`config.mk`:
```
export PLATFORM = sky130hd
export DESIGN_NAME = decoder4to16_mux161_flat
export DESIGN_NICKNAME = d
export VERILOG_FILES = /design/src/rtl/decoder4to16_mux161_if.sv /design/src/rtl/decoder4to16_mux161.sv /design/src/flat_wrapper.sv
export SDC_FILE = /design/constraint.sdc
export NUM_CORES = 1
export LEC_CHECK = 0
export BUFFER_PORTS_ARGS = -buffer_cell sky130_fd_sc_hd__buf_2
export CAP_MARGIN = 20
export CORE_AREA = 2 2 222 224
export CTS_BUF_LIST = sky130_fd_sc_hd__clkbuf_16
export CTS_CLUSTER_SIZE = 28
export DETAILED_ROUTE_END_ITERATION = 10
export DIE_AREA = 0 0 224 226
export GPL_TIMING_DRIVEN = 0
export SETUP_SLACK_MARGIN = 0.5
export SYNTH_ARGS = -nofsm -noshare
export SYNTH_HDL_FRONTEND = slang
export SYNTH_SLANG_ARGS = --single-unit
```
`constraint.sdc`:
```
create_clock -name clk -period 2 [get_ports clk]
set_input_delay 0.3 -clock clk [delete_from_list [all_inputs] [get_ports clk]]
set_output_delay 0.3 -clock clk [all_outputs]
set_load 0.01 [all_outputs]
```
`src/rtl/decoder4to16_mux161_if.sv`:
```
// Bus bundle for the register-bank decode/select block: write-address decode
// and sixteen-way read select, with the block as slave and the bank/datapath as master.
interface decoder4to16_mux161_if #(
    parameter int WIDTH = 32
);
    logic [3:0]       in;
    logic             en;
    logic [15:0]      out;
    logic [3:0]       select;
    logic [WIDTH-1:0] q0;
    logic [WIDTH-1:0] q1;
    logic [WIDTH-1:0] q2;
    logic [WIDTH-1:0] q3;
    logic [WIDTH-1:0] q4;
    logic [WIDTH-1:0] q5;
    logic [WIDTH-1:0] q6;
    logic [WIDTH-1:0] q7;
    logic [WIDTH-1:0] q8;
    logic [WIDTH-1:0] q9;
    logic [WIDTH-1:0] q10;
    logic [WIDTH-1:0] q11;
    logic [WIDTH-1:0] q12;
    logic [WIDTH-1:0] q13;
    logic [WIDTH-1:0] q14;
    logic [WIDTH-1:0] q15;
    logic [WIDTH-1:0] mux_out;

    modport master (
        output in, en, select,
        output q0, q1, q2, q3, q4, q5, q6, q7,
        output q8, q9, q10, q11, q12, q13, q14, q15,
        input  out, mux_out
    );

    modport slave (
        input  in, en, select,
        input  q0, q1, q2, q3, q4, q5, q6, q7,
        input  q8, q9, q10, q11, q12, q13, q14, q15,
        output out, mux_out
    );
endinterface

```
`src/rtl/decoder4to16_mux161.sv`:
```
// Registered write-strobe decoder and 16:1 read-port select for the register bank.
// Both paths are independent and have exactly one cycle of latency.
module decoder4to16_mux161 #(
    parameter int WIDTH = 32
) (
    input logic                  clk,
    input logic                  reset,
    decoder4to16_mux161_if.slave bus
);

    logic [15:0]      decode_s;
    logic [WIDTH-1:0] mux_s;
    logic [15:0]      out_r;
    logic [WIDTH-1:0] mux_out_r;

    // Next-state one-hot write strobe; en low suppresses every strobe.
    always_comb begin
        decode_s = 16'h0000;
        if (bus.en) begin
            decode_s = 16'h0001 << bus.in;
        end else begin
            decode_s = 16'h0000;
        end
    end

    // Next-state read-port value; every select code maps to a register.
    always_comb begin
        mux_s = {WIDTH{1'b0}};
        case (bus.select)
            4'd0:    mux_s = bus.q0;
            4'd1:    mux_s = bus.q1;
            4'd2:    mux_s = bus.q2;
            4'd3:    mux_s = bus.q3;
            4'd4:    mux_s = bus.q4;
            4'd5:    mux_s = bus.q5;
            4'd6:    mux_s = bus.q6;
            4'd7:    mux_s = bus.q7;
            4'd8:    mux_s = bus.q8;
            4'd9:    mux_s = bus.q9;
            4'd10:   mux_s = bus.q10;
            4'd11:   mux_s = bus.q11;
            4'd12:   mux_s = bus.q12;
            4'd13:   mux_s = bus.q13;
            4'd14:   mux_s = bus.q14;
            4'd15:   mux_s = bus.q15;
            default: mux_s = {WIDTH{1'b0}};
        endcase
    end

    // Output registers; reset overrides every data input on the same edge.
    always_ff @(posedge clk) begin
        if (reset) begin
            out_r     <= 16'h0000;
            mux_out_r <= {WIDTH{1'b0}};
        end else begin
            out_r     <= decode_s;
            mux_out_r <= mux_s;
        end
    end

    assign bus.out     = out_r;
    assign bus.mux_out = mux_out_r;

endmodule

```
`src/flat_wrapper.sv`:
```
// flat-port wrapper written by rule: the top's interface ports become plain ports
module decoder4to16_mux161_flat 
#(
    parameter int WIDTH = 32
)
  (clk, reset, bus_in, bus_en, bus_select, bus_q0, bus_q1, bus_q2, bus_q3, bus_q4, bus_q5, bus_q6, bus_q7, bus_q8, bus_q9, bus_q10, bus_q11, bus_q12, bus_q13, bus_q14, bus_q15, bus_out, bus_mux_out);
  decoder4to16_mux161_if #(.WIDTH(WIDTH)) bus_i ();
  input logic clk;
  input logic reset;
  input wire logic [$bits(bus_i.in)-1:0] bus_in;
  input wire logic [$bits(bus_i.en)-1:0] bus_en;
  input wire logic [$bits(bus_i.select)-1:0] bus_select;
  input wire logic [$bits(bus_i.q0)-1:0] bus_q0;
  input wire logic [$bits(bus_i.q1)-1:0] bus_q1;
  input wire logic [$bits(bus_i.q2)-1:0] bus_q2;
  input wire logic [$bits(bus_i.q3)-1:0] bus_q3;
  input wire logic [$bits(bus_i.q4)-1:0] bus_q4;
  input wire logic [$bits(bus_i.q5)-1:0] bus_q5;
  input wire logic [$bits(bus_i.q6)-1:0] bus_q6;
  input wire logic [$bits(bus_i.q7)-1:0] bus_q7;
  input wire logic [$bits(bus_i.q8)-1:0] bus_q8;
  input wire logic [$bits(bus_i.q9)-1:0] bus_q9;
  input wire logic [$bits(bus_i.q10)-1:0] bus_q10;
  input wire logic [$bits(bus_i.q11)-1:0] bus_q11;
  input wire logic [$bits(bus_i.q12)-1:0] bus_q12;
  input wire logic [$bits(bus_i.q13)-1:0] bus_q13;
  input wire logic [$bits(bus_i.q14)-1:0] bus_q14;
  input wire logic [$bits(bus_i.q15)-1:0] bus_q15;
  output wire logic [$bits(bus_i.out)-1:0] bus_out;
  output wire logic [$bits(bus_i.mux_out)-1:0] bus_mux_out;
  assign bus_i.in = bus_in;
  assign bus_i.en = bus_en;
  assign bus_i.select = bus_select;
  assign bus_i.q0 = bus_q0;
  assign bus_i.q1 = bus_q1;
  assign bus_i.q2 = bus_q2;
  assign bus_i.q3 = bus_q3;
  assign bus_i.q4 = bus_q4;
  assign bus_i.q5 = bus_q5;
  assign bus_i.q6 = bus_q6;
  assign bus_i.q7 = bus_q7;
  assign bus_i.q8 = bus_q8;
  assign bus_i.q9 = bus_q9;
  assign bus_i.q10 = bus_q10;
  assign bus_i.q11 = bus_q11;
  assign bus_i.q12 = bus_q12;
  assign bus_i.q13 = bus_q13;
  assign bus_i.q14 = bus_q14;
  assign bus_i.q15 = bus_q15;
  assign bus_out = bus_i.out;
  assign bus_mux_out = bus_i.mux_out;
  decoder4to16_mux161 #(.WIDTH(WIDTH)) u_core (.clk(clk), .reset(reset), .bus(bus_i));
endmodule
```
==> results_dict.tcl, run 1 <==
set metrics [dict create \
    outcome "completed" \
    ctsHtreeMaxLevel 2 \
    power_switching_w 0.00177 \
    dr.pass1.iters 9 \
    viasPerCell 4.82 \
    use_met1 0.249 \
    synth.avg_cell_area_sq_um 8.19 \
    gp_congestion 0.908 \
    path_max_fanout 10 \
    antenna_left 0 \
    grt_max_degree 17 \
    die_h_microns 226 \
    io_pins 571 \
    drv_slew 0 \
    crit_slowest_cell "a222oi_1" \
    yosysSeqAreaShare 0.168 \
    synthesis.area_sq_um 5730 \
    cts_root_buf "clkbuf_16" \
    cts.sinks 48 \
    vias 9396 \
    synth.area.top_cells "dfxtp_1 17%, mux2_2 9.6%, a2bb2oi_1 6.9%, a22oi_1 6.4%, mux2i_1 6.1%" \
    synth_ff_type "dfxtp_1" \
    cts_buffers 5 \
    final_cells 1950 \
    powerDensity_nw_per_um2 423 \
    synth_edf_count 0 \
    totalWireLength_mm 56.2 \
    port_buffers 566 \
    drive_above_1_share 0.621 \
    syn_nets 1223 \
    start_util 0.119 \
    wire_per_inst_microns 28.8 \
    post-route-util 0.226 \
    synth_top_cell_area_share 0.168 \
    grt_util_met3 0.0496 \
    first_iter_violations 870 \
    hold_class "primary input to flop" \
    place_inst 1891 \
    postSynth.asyncResetShare 0 \
    cts_tree "built" \
    grt.busiest_layer "met2" \
    maxCapViolCount 0 \
    switching_share 0.382 \
    rsz0062_at_grt "true" \
    hold_buffers 0 \
    pre_cts_ws_ns -1.08 \
    drc_errors 0 \
    power_leakage_nw 5.09 \
    whs_ns 0.217 \
    ys_ff_latch 48 \
    p_seq_frac 0.226 \
    path_delay_family "compound AO/OA/AOI/OAI gates" \
    slew_headroom 0.270 \
    tightest_slew_ns 1.09 \
    ys_warn_count 0 \
    clkTransAtPathRegs_ns 0.11 \
    yosysTopAreaCell "dfxtp_1" \
    power_w 0.00463 \
    core_area_sq_um 48300 \
    rows 81 \
    crit_chain "buf_12 > buf_12 > buf_4 > buf_4 > nand2_1 > a2bb2oi_1 > a222oi_1 > a311oi_1" \
    areaGrowthSynthToFinish_pct 91.0 \
    crit_start "bus_select[2]" \
    grt_pass1_vias 9571 \
    clkPwrFrac 0.284 \
    die_area_sq_um 50600 \
    fin_crit_sh 0.808 \
    cpPeakStageDelay_ns 0.60 \
    nNetsFinal 1843 \
    cts.path.max_buffers 2 \
    end_kind "flop" \
    internal_power_w 0.00286 \
    fmax_ghz 0.619 \
    start_kind "primary input" \
    hp-start "bus_q0[23]" \
    grt_first_pass_wirelength_mm 72.4 \
    cp.required_ns 2.22 \
    crit_arrival_ns 1.83 \
    path_class "primary input to flop" \
    syn_inst 700 \
    gr-usage-met2 0.359 \
    hold_violations 0 \
    vdd_ir_drop_max_uv 524 \
    die_w_microns 224 \
    period_minus_slack_ns 1.62 \
    setup_viol 0 \
    dp.final_hpwl_mm 45.3 \
    antenna_found_initial 20 \
    pwr-share-comb 0.491 \
    worst_slack_ns 0.384 \
    synth_cell_types 55 \
    grt_overflow 0 \
    track_usage 0.210 \
    path_buf_inv 4 \
]
[per-layer routing]
layer	share of wire	vias up
met4	0.049	10
li1	-	4096
met3	0.088	129
met1	0.39	4460
met5	0.0012	-
met2	0.47	701
[cell families (layout without fill, tap and decap cells)]
group / Yosys count / in the layout / share of synthesized area
simple gates: 188 / 188 / 0.180
flops: 48 / 48 / 0.168
buf+inv: 94 / 715 / 0.0847
compound gates: 285 / 285 / 0.406
other cells: 0 / 7 / 0
mux: 85 / 85 / 0.161
[cell usage in the layout, fill, tap and decap left out, types with 23 or more instances in the layout]
| cell | Yosys | layout |
|---|---|---|
| nor2_1 | 48 | 44 |
| buf_4 | 7 | 47 |
| mux2_2 | 49 | 44 |
| a2bb2oi_1 | 45 | 43 |
| a311oi_1 | 30 | 23 |
| a222oi_1 | 24 | 24 |
| buf_2 | 36 | 569 |
| dfxtp_1 | 48 | 48 |
| buf_12 | 0 | 24 |
| a21oi_1 | 30 | 23 |
| mux2i_1 | 35 | 32 |
| nand3b_1 | 25 | 25 |
| nand2_1 | 34 | 31 |
| a22oi_1 | 49 | 48 |
[what timing repair did]
action / in CTS / in global routing
setup buffers: 30 / 14
resized for setup: 180 / 69
pin swaps: 22 / 23
setup endpoints to repair: 32 / 31
[registers in the layout (all words and copies together), names as in the netlist]
signal / cells
u_core.bus.out: 16
u_core.bus.mux_out: 32
[Yosys cell counts (all sizes together) (5+ instances only)]
| library cell | n |
|---|---|
| a221oi | 23 |
| a22oi | 49 |
| a2bb2oi | 45 |
| nand2b | 11 |
| o22a | 22 |
| a221o | 5 |
| nand3 | 16 |
| nand3b | 25 |
| nand2 | 34 |
| nor2b | 6 |
| o22ai | 5 |
| o2bb2ai | 5 |
| a211o | 21 |
| a222oi | 24 |
| nor2 | 48 |
| clkbuf | 32 |
| mux2 | 49 |
| buf | 55 |
| or2 | 6 |
| mux2i | 35 |
| dfxtp | 48 |
| a311oi | 30 |
| inv | 7 |
| nor4 | 6 |
| nor3 | 6 |
| a21oi | 30 |
| a22o | 13 |
| a21o | 5 |
| or3b | 12 |
[power groups by stage]
stage                     registers, W  clock network [W]  logic, W
after CTS                      0.00105            0.00137   0.00218
after global routing           0.00105            0.00139   0.00240
final                          0.00104            0.00131   0.00227
after floorplan                0.00110                  0  0.000805
after global placement         0.00107                  0   0.00195
after detailed placement       0.00107                  0   0.00197
[worst min-delay path, stage by stage]
cell	delay [ns]
buf_2	0.09
nor2_1	0.09
a311oi_1	0.05
[final cells by class]
class                           instances  area (sq um)
Antenna cell                            7          17.5
Buffer                                 87          1010
Clock buffer                            5           125
Clock inverter                          3          68.8
Fill cell                            5392         37400
Inverter                                7          26.3
Multi-Input combinational cell        558          4650
Sequential cell                        48           961
Tap cell                              622           778
Timing Repair Buffer                  613          3320
[worst paths after layout]
kind / depth (start not counted) / end
max: 8 / u_core.bus.mux_out[16]$_SDFF_PP0_
min: 3 / u_core.bus.mux_out[23]$_SDFF_PP0_
[metrics by stage]
stage / area (sq um) / TNS, ns
global placement: 9410 / -30.65
floorplan: 5800 / 0
global route: 10900 / 0
CTS: 10500 / 0
finish: 10900 / 0
detailed placement: 9450 / -28.60
Note: power is estimated with default switching activity, not from simulation.
==> inputs of run 2 (changes only) <==
--- a/config.mk
+++ b/config.mk
@@ -7,11 +7,11 @@
 export LEC_CHECK = 0
 export BUFFER_PORTS_ARGS = -buffer_cell sky130_fd_sc_hd__buf_2
 export CAP_MARGIN = 20
-export CORE_AREA = 2 2 222 224
+export CORE_AREA = 2 2 225 227
 export CTS_BUF_LIST = sky130_fd_sc_hd__clkbuf_16
 export CTS_CLUSTER_SIZE = 28
 export DETAILED_ROUTE_END_ITERATION = 10
-export DIE_AREA = 0 0 224 226
+export DIE_AREA = 0 0 227 229
 export GPL_TIMING_DRIVEN = 0
 export SETUP_SLACK_MARGIN = 0.5
 export SYNTH_ARGS = -nofsm -noshare
==> constraint.sdc (replaced) <==
create_clock -name clk -period 1.4 [get_ports clk]
set_input_delay 0.21 -clock clk [delete_from_list [all_inputs] [get_ports clk]]
set_output_delay 0.21 -clock clk [all_outputs]
set_load 0.01 [all_outputs]
==> run 2 against run 1 <==
Effect of this change: core utilization hardly changed; combinational power is 48% higher; setup slack worse by 0.67 ns; highest routed layer unchanged; power is 41% higher; largest cell class unchanged; wire length is 1.7% lower; cell count is 2.3% higher; hold slack worse by 0.074 ns; critical path depth is 2 lower; the flow now finishes with violations (negative setup slack); final area is 2.9% higher; flip-flop and latch count stayed put.
==> results_dict.tcl, run 2 (synthesis results as in run 1) <==
set metrics [dict create \
    violations "negative setup slack" \
    tightest_slew_ns 1.10 \
    fin_crit_sh 1.20 \
    clkTransAtPathRegs_ns 0.10 \
    cts_buffers 5 \
    layout_commonest_cell "buf_2" \
    ctsHtreeMaxLevel 2 \
    cts_root_buf "clkbuf_16" \
    drive_above_1_share 0.646 \
    core_area_sq_um 49700 \
    grt_pass1_vias 9330 \
    outcome "finished, violations left" \
    antenna_found_initial 7 \
    viasPerCell 4.62 \
    place_inst 1938 \
    hold_class "primary input to flop" \
    vias 9212 \
    whs_path_depth 3 \
    start_kind "primary input" \
    final_cells 1994 \
    cp.required_ns 1.57 \
    path_class "primary input to flop" \
    rsz0062_at_grt "true" \
    hp-start "bus_q0[31]" \
    start_util 0.115 \
    track_usage 0.202 \
    areaGrowthSynthToFinish_pct 96.6 \
    crit_arrival_ns 1.86 \
    io_pins 571 \
    grt_max_degree 17 \
    die_h_microns 229 \
    end_kind "flop" \
    whs_ns 0.143 \
    antenna_left 0 \
    cpMostUsedCell "buf_12" \
    gp_congestion 0.924 \
    drc_errors 0 \
    hold_buffers 0 \
    cts.sinks 48 \
    dp.final_hpwl_mm 44.8 \
    cts.path.max_buffers 2 \
    setup_viol 31 \
    hold_violations 0 \
    period_minus_slack_ns 1.68 \
    drv_slew 0 \
    power_w 0.00654 \
    vdd_ir_drop_max_uv 423 \
    die_w_microns 227 \
    totalWireLength_mm 55.2 \
    path_max_fanout 7 \
    fmax_ghz 0.594 \
    nFillCells 5613 \
    wire_per_inst_microns 27.7 \
    crit_chain "buf_12 > and2b_2 > buf_12 > a22o_1 > a222oi_1 > a311oi_1" \
    grt_overflow 0 \
    final_cell_mix "547 x buf_2, 51 x buf_6, 45 x a22oi_1" \
    nNetsFinal 1842 \
    slew_headroom 0.263 \
    grt_first_pass_wirelength_mm 71.3 \
    cts_tree "built" \
    power_leakage_nw 5.17 \
    largest_reg_flops 32 \
    die_area_sq_um 52000 \
    cpPeakStageDelay_ns 0.70 \
    rows 82 \
    worst_slack_ns -0.285 \
    powerDensity_nw_per_um2 580 \
    port_buffers 566 \
    hold_path_end "u_core.bus.mux_out[31]$_SDFF_PP0_" \
    dr.pass1.iters 7 \
    maxCapViolCount 0 \
    crit_slowest_cell "a222oi_1" \
    first_iter_violations 682 \
]
-- run 2: cell count changes in the layout (fill, tap and decap cells not counted), sizes merged --
| cell | change |
|---|---|
| clkinvlp | +1 |
| bufinv | -1 |
| diode | -5 |
| bufbuf | +1 |
| buf | -2 |
-- run 2: worst max path at each step --
stage | from | to | slack (ns) | depth (start not counted)
2_1_floorplan | bus_select[1] | u_core.bus.mux_out[12]$_SDFF_PP0_ | -0.01 | 7
3_3_place_gp | bus_select[0] | u_core.bus.mux_out[4]$_SDFF_PP0_ | -1.80 | 7
3_5_place_dp | bus_select[0] | u_core.bus.mux_out[4]$_SDFF_PP0_ | -1.80 | 7
4_1_cts | bus_select[0] | u_core.bus.mux_out[11]$_SDFF_PP0_ | -0.22 | 6
5_1_grt | bus_select[1] | u_core.bus.mux_out[16]$_SDFF_PP0_ | -0.29 | 9
6_report | bus_select[0] | u_core.bus.mux_out[11]$_SDFF_PP0_ | -0.28 | 6
-- run 2: power breakdown --
| group | switching [W] | internal [W] | total, W |
|---|---|---|---|
| sequential | 0.0000416 | 0.00147 | 0.00151 |
| clock | 0.000800 | 0.000858 | 0.00166 |
| combinational | 0.00168 | 0.00169 | 0.00337 |
| total | 0.00252 | 0.00401 | 0.00654 |
-- run 2: worst max-delay path: cells and delay by family --
family,cells,cell delay [ns]
and+or+nand+nor,1,0.25
AOI/OAI and AO/OA,3,1.15
buffers and inverters,2,0.25
-- run 2: timing repair --
| action | in CTS | in global routing |
|---|---|---|
| setup endpoints to repair | 80 | 80 |
| resized for setup | 209 | 62 |
| gates cloned | 3 | 1 |
| buffers inserted | 32 | 10 |
| pin swaps | 56 | 38 |
-- run 2: cell type report --
type	count	area, sq um	share of cell area
multi-input combinational	558	4700	0.417
timing repair buffer	612	3540	0.314
sequential	48	992	0.0881
buffer	87	991	0.0879
tap	672	841	0.0746
clock buffer	5	125	0.0111
clock inverter	3	46.3	0.00411
inverter	7	26.3	0.00233
antenna	2	5.00	0.000444
-- run 2: through the flow --
step           setup TNS, ns   util  worst slack [ns]  instance area, sq um
2_1_floorplan        -0.0400      -           -0.0129                  5940
3_3_place_gp          -49.92  0.194             -1.80                  9610
3_5_place_dp          -49.90  0.194             -1.80                  9610
4_1_cts                -2.82  0.220            -0.224                 10900
5_1_grt                -4.55  0.227            -0.292                 11300
6_report               -3.71  0.227            -0.285                 11300
-- run 2: metal layers --
| metal | track usage | routed length (microns) | up-vias |
|---|---|---|---|
| li1 | - | - | 4087 |
| met1 | 0.260 | 24000 | 4457 |
| met2 | 0.338 | 25900 | 589 |
| met3 | 0.0337 | 3750 | 73 |
| met4 | 0.0688 | 1550 | 6 |
| met5 | 0 | 36 | - |
==> inputs of run 3 (changes only) <==
--- a/config.mk
+++ b/config.mk
@@ -5,7 +5,7 @@
 export SDC_FILE = /design/constraint.sdc
 export NUM_CORES = 1
 export LEC_CHECK = 0
-export BUFFER_PORTS_ARGS = -buffer_cell sky130_fd_sc_hd__buf_2
+export BUFFER_PORTS_ARGS = -buffer_cell sky130_fd_sc_hd__clkbuf_2
 export CAP_MARGIN = 20
 export CORE_AREA = 2 2 225 227
 export CTS_BUF_LIST = sky130_fd_sc_hd__clkbuf_16
==> run 3 against run 2 <==
Effect of this change: power up 2.7%; sequential power about the same; final area up 3.8%; the flow still finishes with violations (negative setup slack); setup slack worse by 0.049 ns; first-iteration DRC count up 5.1%; critical path type unchanged; wire length up 0.85%; die area unchanged; via count down 0.80%; non-clock buffer count up 20.
==> results_dict.tcl, run 3 (synthesis results as in run 1) <==
set metrics [dict create \
    place_inst 1939 \
    crit_arrival_ns 1.90 \
    fin_crit_sh 1.24 \
    fmax_ghz 0.577 \
    setup_viol 29 \
    crit_start "bus_select[0]" \
    rsz0062_at_grt "true" \
    grt_pass1_vias 9356 \
    slew_headroom 0.185 \
    cts.sinks 48 \
    post-route-util 0.235 \
    layout_commonest_cell "clkbuf_2" \
    cts_buffers 5 \
    multi_input_area_sq_um 4870 \
    dp.final_hpwl_mm 44.9 \
    maxCapViolCount 0 \
    gp_congestion 0.930 \
    start_util 0.115 \
    cp.required_ns 1.57 \
    grt_first_pass_wirelength_mm 72.0 \
    areaGrowthSynthToFinish_pct 104 \
    path_class "primary input to flop" \
    hold_violations 0 \
    drive_above_1_share 0.669 \
    port_buffers 566 \
    outcome "finished, violations left" \
    viasPerCell 4.53 \
    fin_setup_tns_ns -4.76 \
    antenna_found_initial 7 \
    tightest_slew_ns 1.22 \
    endpoint "u_core.bus.mux_out[3]$_SDFF_PP0_" \
    end_kind "flop" \
    die_area_sq_um 52000 \
    cts.path.max_buffers 2 \
    worst_slack_ns -0.334 \
    grt_overflow 0 \
    design_area_sq_um 11700 \
    wire_per_inst_microns 27.6 \
    powerDensity_nw_per_um2 574 \
    cts_tree "built" \
    nNetsFinal 1862 \
    core_area_sq_um 49700 \
    rows 82 \
    path_max_fanout 8 \
    hold_buffers 0 \
    die_w_microns 227 \
    first_iter_violations 717 \
    die_h_microns 229 \
    final_cell_mix "518 x clkbuf_2, 55 x buf_4, 46 x buf_6" \
    hold_class "primary input to flop" \
    power_leakage_nw 5.43 \
    drv_slew 0 \
    antenna_left 0 \
    start_kind "primary input" \
    largest_reg_flops 32 \
    track_usage 0.205 \
    drc_errors 0 \
    ctsHtreeMaxLevel 2 \
    cts_root_buf "clkbuf_16" \
    violations "negative setup slack" \
    dr.pass1.iters 8 \
    vdd_ir_drop_max_uv 426 \
    nFillCells 5559 \
    totalWireLength_mm 55.7 \
    vias 9138 \
    clkTransAtPathRegs_ns 0.10 \
    register_area_sq_um 992 \
    hp-start "bus_q0[2]" \
    place_area_sq_um 9630 \
    grt_max_degree 17 \
    period_minus_slack_ns 1.73 \
    pre_cts_ws_ns -1.71 \
    final_cells 2015 \
    io_pins 571 \
]
run 3: cell count changes in the layout (fill, tap and decap cells not counted), moves of 4 or more:
cell,change
buf_8,+12
a22oi_2,+10
buf_2,-521
buf_6,-5
mux2_4,-5
clkbuf_2,+512
buf_4,+15
clkbuf_4,+4
mux2_2,+5
a22oi_1,-10
a221oi_4,+5
a221oi_1,-7
run 3: worst min-delay path by stage:
stage                                         to  slack (ns)  depth (start not counted)
4_1_cts        u_core.bus.mux_out[12]$_SDFF_PP0_         0.1                          3
6_report        u_core.bus.mux_out[2]$_SDFF_PP0_        0.12                          3
3_3_place_gp        u_core.bus.out[0]$_SDFF_PP0_        0.47                          2
3_5_place_dp        u_core.bus.out[0]$_SDFF_PP0_        0.47                          2
5_1_grt        u_core.bus.mux_out[24]$_SDFF_PP0_        0.12                          3
2_1_floorplan       u_core.bus.out[0]$_SDFF_PP0_        0.29                          1
run 3: where the power goes:
part | switching, W | internal [W] | leakage, nW
sequential | 0.0000460 | 0.00147 | 0.403
clock | 0.000814 | 0.000858 | 0.0804
combinational | 0.00174 | 0.00178 | 4.95
total | 0.00260 | 0.00411 | 5.43
run 3: what timing repair did:
action,in CTS,in global routing
resized for setup,234,126
setup buffers,45,18
cloned,2,0
setup endpoints to repair,80,80
hold endpoints to repair,0,0
pin swaps,67,50
run 3: worst max-delay path: stages:
cell and delay, ns:
clkbuf_16 0.15, and2b_2 0.26, buf_4 0.14, buf_6 0.11
buf_6 0.12, buf_12 0.14, a221oi_2 0.28, a211o_1 0.29
a311oi_2 0.19
run 3: per-layer routing:
layer,wire length (microns),vias up,GRT usage
met1,24100,4399,0.266
met5,23,-,0
met4,1820,4,0.0711
met3,4090,78,0.0426
met2,25700,527,0.336
li1,-,4130,-
run 3: area by class of cell:
type | instances | share of cell area
tap | 672 | 0.0719
multi-input combinational | 558 | 0.416
timing repair buffer | 632 | 0.318
clock inverter | 3 | 0.00396
sequential | 48 | 0.0849
inverter | 7 | 0.00225
clock buffer | 5 | 0.0107
buffer | 87 | 0.0912
antenna | 3 | 0.000642
run 3: through the flow:
step	total power, W	hold slack [ns]
floorplan	0.00276	0.286
global placement	0.00436	0.470
detailed placement	0.00438	0.474
CTS	0.00656	0.0967
global route	0.00698	0.117
finish	0.00671	0.121
